==> config.mk <==
export PLATFORM = sky130hd
export DESIGN_NAME = ifetch_ctrl
export DESIGN_NICKNAME = d
export VERILOG_FILES = /design/src/rtl/ifetch_pkg.sv /design/src/rtl/ifetch_line_buf.sv /design/src/rtl/ifetch_ctrl.sv
export SDC_FILE = /design/constraint.sdc
export NUM_CORES = 1
export LEC_CHECK = 0
export ABC_AREA = 1
export BUFFER_PORTS_ARGS = -buffer_cell sky130_fd_sc_hd__buf_2
export CAP_MARGIN = 20
export CELL_PAD_IN_SITES_DETAIL_PLACEMENT = 1
export CELL_PAD_IN_SITES_GLOBAL_PLACEMENT = 1
export CORE_MARGIN = 5
export CORE_UTILIZATION = 32
export CTS_BUF_LIST = sky130_fd_sc_hd__clkbuf_4
export CTS_CLUSTER_SIZE = 28
export DETAILED_ROUTE_END_ITERATION = 16
export MAX_ROUTING_LAYER = met4
export PLACE_DENSITY_LB_ADDON = 0.1
export SETUP_SLACK_MARGIN = 0.1
export SYNTH_ARGS = -nofsm -noshare
export SYNTH_HDL_FRONTEND = slang
export SYNTH_SLANG_ARGS = --single-unit
==> constraint.sdc <==
create_clock -name clk -period 3.4 [get_ports clk]
set_input_delay 0.68 -clock clk [delete_from_list [all_inputs] [get_ports clk]]
set_output_delay 0.68 -clock clk [all_outputs]
set_load 0.1 [all_outputs]
==> src/rtl/ifetch_pkg.sv <==
// Shared types and constants for the instruction-fetch controller.
package ifetch_pkg;

    typedef enum logic [1:0] {
        S_IDLE = 2'd0,
        S_WAIT = 2'd1,
        S_HOLD = 2'd2
    } ifetch_state_t;

    // MOV r0, r0: what IF/ID sees whenever no instruction is consumed.
    localparam logic [31:0] IFETCH_NOP = 32'hE1A00000;

endpackage

==> src/rtl/ifetch_line_buf.sv <==
// One-entry fetch line buffer {addr, instr, valid}; used only when IFETCH_BUF_EN is defined.
module ifetch_line_buf
    import ifetch_pkg::*;
#(
    parameter int ADDR_W = 32,
    parameter int DATA_W = 32
) (
    input  logic              clk,
    input  logic              rst,
    input  logic [ADDR_W-1:0] lookup_addr,
    output logic              hit,
    output logic [DATA_W-1:0] hit_data,
    input  logic              wr_en,
    input  logic [ADDR_W-1:0] wr_addr,
    input  logic [DATA_W-1:0] wr_data
);

    logic [ADDR_W-1:0] addr_r;
    logic [DATA_W-1:0] data_r;
    logic              valid_r;

    // Entry storage, replaced on every accepted memory delivery.
    always_ff @(posedge clk or posedge rst) begin
        if (rst) begin
            addr_r  <= '0;
            data_r  <= '0;
            valid_r <= 1'b0;
        end else if (wr_en) begin
            addr_r  <= wr_addr;
            data_r  <= wr_data;
            valid_r <= 1'b1;
        end
    end

    assign hit      = valid_r && (lookup_addr == addr_r);
    assign hit_data = data_r;

endmodule

==> src/rtl/ifetch_ctrl.sv <==
// IF-stage fetch controller: PC -> req/ack memory -> IF/ID, driving the PC freeze.
// Optional one-entry line buffer enabled by defining IFETCH_BUF_EN.
module ifetch_ctrl
    import ifetch_pkg::*;
#(
    parameter int ADDR_W = 32,
    parameter int DATA_W = 32
) (
    input  logic              clk,
    input  logic              rst,
    input  logic [ADDR_W-1:0] pc_in,
    input  logic              hazard_freeze,
    input  logic              branch_taken,
    output logic              mem_req,
    output logic [ADDR_W-1:0] mem_addr,
    input  logic              mem_ack,
    input  logic [DATA_W-1:0] mem_rdata,
    output logic              freeze_out,
    output logic [DATA_W-1:0] instr_out,
    output logic              instr_valid
);

    ifetch_state_t     state_r;
    logic              mem_req_r;
    logic [ADDR_W-1:0] mem_addr_r;
    logic [DATA_W-1:0] hold_r;
    logic              drop_pend_r;

    logic              accept_s;
    logic              valid_s;
    logic [DATA_W-1:0] data_s;
    logic              buf_hit_s;
    logic [DATA_W-1:0] buf_data_s;

    // Ack whose data survives (no pending or same-cycle branch flush).
    assign accept_s = (state_r == S_WAIT) && mem_ack && !drop_pend_r && !branch_taken;

`ifdef IFETCH_BUF_EN
    ifetch_line_buf #(
        .ADDR_W (ADDR_W),
        .DATA_W (DATA_W)
    ) u_line_buf (
        .clk         (clk),
        .rst         (rst),
        .lookup_addr (pc_in),
        .hit         (buf_hit_s),
        .hit_data    (buf_data_s),
        .wr_en       (accept_s),
        .wr_addr     (mem_addr_r),
        .wr_data     (mem_rdata)
    );
`else
    assign buf_hit_s  = 1'b0;
    assign buf_data_s = '0;
`endif

    // Select what IF/ID consumes this cycle; memory data passes straight through.
    always_comb begin
        valid_s = 1'b0;
        data_s  = hold_r;
        case (state_r)
            S_IDLE: begin
                if (!branch_taken && buf_hit_s && !hazard_freeze) begin
                    valid_s = 1'b1;
                    data_s  = buf_data_s;
                end else begin
                    valid_s = 1'b0;
                end
            end
            S_WAIT: begin
                if (accept_s && !hazard_freeze) begin
                    valid_s = 1'b1;
                    data_s  = mem_rdata;
                end else begin
                    valid_s = 1'b0;
                end
            end
            S_HOLD: begin
                if (!branch_taken && !hazard_freeze) begin
                    valid_s = 1'b1;
                end else begin
                    valid_s = 1'b0;
                end
            end
            default: begin
                valid_s = 1'b0;
            end
        endcase
    end

    // Outputs are forced to their idle values while reset is asserted.
    assign instr_valid = valid_s && !rst;
    assign instr_out   = instr_valid ? data_s : DATA_W'(IFETCH_NOP);
    assign freeze_out  = rst || !(valid_s || branch_taken);
    assign mem_req     = mem_req_r;
    assign mem_addr    = mem_addr_r;

    // Fetch FSM with registered request, address, hold data and flush marker.
    always_ff @(posedge clk or posedge rst) begin
        if (rst) begin
            state_r     <= S_IDLE;
            mem_req_r   <= 1'b0;
            mem_addr_r  <= '0;
            hold_r      <= '0;
            drop_pend_r <= 1'b0;
        end else begin
            case (state_r)
                S_IDLE: begin
                    if (!branch_taken && !buf_hit_s) begin
                        mem_req_r  <= 1'b1;
                        mem_addr_r <= pc_in;
                        state_r    <= S_WAIT;
                    end
                end
                S_WAIT: begin
                    if (mem_ack) begin
                        mem_req_r   <= 1'b0;
                        drop_pend_r <= 1'b0;
                        if (accept_s && hazard_freeze) begin
                            hold_r  <= mem_rdata;
                            state_r <= S_HOLD;
                        end else begin
                            state_r <= S_IDLE;
                        end
                    end else if (branch_taken) begin
                        // The request cannot be aborted, so its data is dropped later.
                        drop_pend_r <= 1'b1;
                    end
                end
                S_HOLD: begin
                    if (branch_taken || !hazard_freeze) begin
                        state_r <= S_IDLE;
                    end
                end
                default: begin
                    state_r <= S_IDLE;
                end
            endcase
        end
    end

endmodule

==> metrics <==
number of global-route vias before repair about 3500; Die Span Y 112.8 microns; cell taking the most area after synthesis dfrtp_1; syn_nets 497; crit-path cells inv_1 > ha_1 > nand2_1 > inv_2 > buf_4 > nand4_1 > a21oi_2 > buf_2; maximum vdd ir drop approximately 630 uV; setup violators final 0; nets ~620; htree depth 3; yosys warns 0; Die Width around 110 microns; Period minus WS final slightly above 3 ns; worst hold margin 0.4807 ns; grt ovf 0; register bit total from synthesis 68; area occupied by multi-input gates 1463 sq um; largest cells by area after synthesis dfrtp_1, nand2_1, a21oi_2; CTS tree built; Placed Area roughly 4400 sq um; CP required 2.72 ns; CP Class reg2out; clk slew on worst S/H paths about 0.11 ns; Worst EP arrival approximately 2.4 ns; sequential cell area fraction in the yosys report between 50% and 60%; Detail Route Antenna Nets 0; clk_skew 0.01405 ns; Hold Buf Count CTS 0; Power Density between 1000 and 1500 nW/um^2; clock latency on the worst-skew pair a little under 0.4 ns; Via density around 4.6; # IOs 136; layout cells sized above 1 36.45%; reg2reg start state_r[1]; Hold Crit Endpoint mem_addr[15]; DRC errors left 0; outcome completed; Max Cap Viol 0; CTS Buffer Depth 2; gr usage total between 10% and 20%; core area between 10000 and 15000 sq um; Setup crit end kind primary output; Critical Path Max Stage Delay 0.44 ns; Hold Startpoint mem_addr[15]; leak pwr about 2.4 nW; Setup WS post-layout 0.3557 ns; crit start category flip-flop; max-slew violation count 0; R2R setup slack roughly 1.6 ns; Fmax 328.5 MHz; Slew @ Worst Pin 0.8591 ns; post_cts resized 0; Final Hold Viols 0; total CTS buffers 9; Final Util ~44%; Syn-to-layout area delta 33.47%; input/output buffers 135; CP Max Fanout 26; drt first pass iters 4; dpl ws just under 0.6 ns; register area 1702 sq um; Critical path origin state_r[1]; ant diodes 0; HP Class reg2reg; die area between 10000 and 15000 sq um; Post-Syn Area per Cell roughly 8 sq um; Iter 0 DRT Violations ~120; Initial Util around 33%; Worst R2R End hold_r[28]; Post-CTS Setup Inserts 0; top cell type's share of synthesized area roughly half; Fillers approximately 1300; CTS Root Cell clkbuf_4; row cnt 37; max_slew headroom 42.73%; final wirelength between 9 and 10 mm; Placer Congestion about 0.76; total number of vias ~3200; drt wl/cell roughly 14 microns; Synth cell types 21; Mapped Cells 425; reg2reg path depth 8; global-route wire length before repair 16.62 mm; Finished Cell Area around 4500 sq um; Worst Hold Depth 2; # clock sinks 68; Post-DP HPWL between 7 and 8 mm; initial antenna violation count 0; largest net degree at the start of global routing a little under 70; Cell Area, Synth 3379 sq um; period utilisation layout roughly 90%; CP max-delay cell buf_2; RSZ-0062 raised after global routing false
==> cell usage after synthesis <==
cell type  instances
o21ai_0            7
inv_2              5
buf_4              5
nand4_1           26
buf_2             16
a21oi_2           20
nor2_4             1
nand2_4            1
dfrtp_1           68
nand2_1          176
ha_1               3
nor2_1             2
nand3_2            1
buf_6              2
nor2_2             1
a21oi_1            8
inv_1             41
nand3_1           10
nand2_2            1
clkbuf_1           3
o21ai_1           28
==> logic make-up (layout without fill, tap and decap cells) <==
| group | Yosys count | count (layout) | share of synthesized area [%] |
|---|---|---|---|
| AND/OR/NAND/NOR | 219 | 219 | 27.40 |
| buffers and inverters | 72 | 204 | 9.589 |
| flip-flops | 68 | 68 | 50.35 |
| AO/OA/AOI/OAI | 63 | 63 | 11.55 |
| adder cells (fa/ha/maj) | 3 | 3 | 1.111 |
==> worst max path at each step <==
stage                          endpoint  slack, ns  cells after the start
after detailed placement   instr_out[9]       0.58                      6
final                      instr_out[9]       0.36                      8
after floorplan           instr_out[10]      -0.05                      6
after global placement     instr_out[6]       0.65                      6
after global routing       instr_out[4]       0.20                      8
after CTS                  instr_out[9]       0.30                      8
==> state kept, by name (all words and copies together), names as in the netlist <==
signal and count:
mem_req 1, state_r 2, drop_pend_r 1, hold_r 32, mem_addr 32
==> cells in the final DEF, fill, tap and decap left out, drive strengths merged, types with 3 or more instances in the layout <==
cell      n
ha        3
buf     142
o21ai    35
dfrtp    68
nand3    11
nand4    26
a21oi    28
nand2   178
clkbuf   11
inv      45
nor2      4
==> worst max-delay path, delay by kind of cell (launching register included) <==
kind | cells | cell delay [ns]
flip-flops | 1 | 0.41
buffers and inverters | 4 | 0.91
adder cells (fa/ha/maj) | 1 | 0.20
AND/OR/NAND/NOR | 2 | 0.27
AO/OA/AOI/OAI | 1 | 0.19
==> cell type report <==
class                           instances  share of cell area, %
Clock buffer                           11                  1.831
Clock inverter                          5                  1.692
Timing Repair Buffer                  142                  18.47
Tap cell                              136                  3.773
Inverter                               46                  4.078
Multi-Input combinational cell        285                  32.43
Sequential cell                        68                  37.73
==> stage by stage <==
| stage | power [mW] | TNS [ns] | std cells |
|---|---|---|---|
| global placement | 4.019 | 0 | 677 |
| finish | 4.617 | 0 | 693 |
| CTS | 4.686 | 0 | 693 |
| detailed placement | 4.071 | 0 | 677 |
| floorplan | 3.560 | -0.9607 | 425 |
| global route | 4.898 | 0 | 693 |
==> routing by layer <==
layer	vias to the layer above	track usage (%)	part of all wire, %
li1	1602	-	-
met5	-	-	0
met3	9	3.797	6.2
met4	0	5.288	1.0
met1	1512	19.64	44
met2	86	27.17	49
==> report_power, final <==
part,internal [mW],switching (mW)
clock,0.312,0.283
sequential,1.20,0.218
combinational,0.460,2.15
Power figures use the tool's default switching activity.
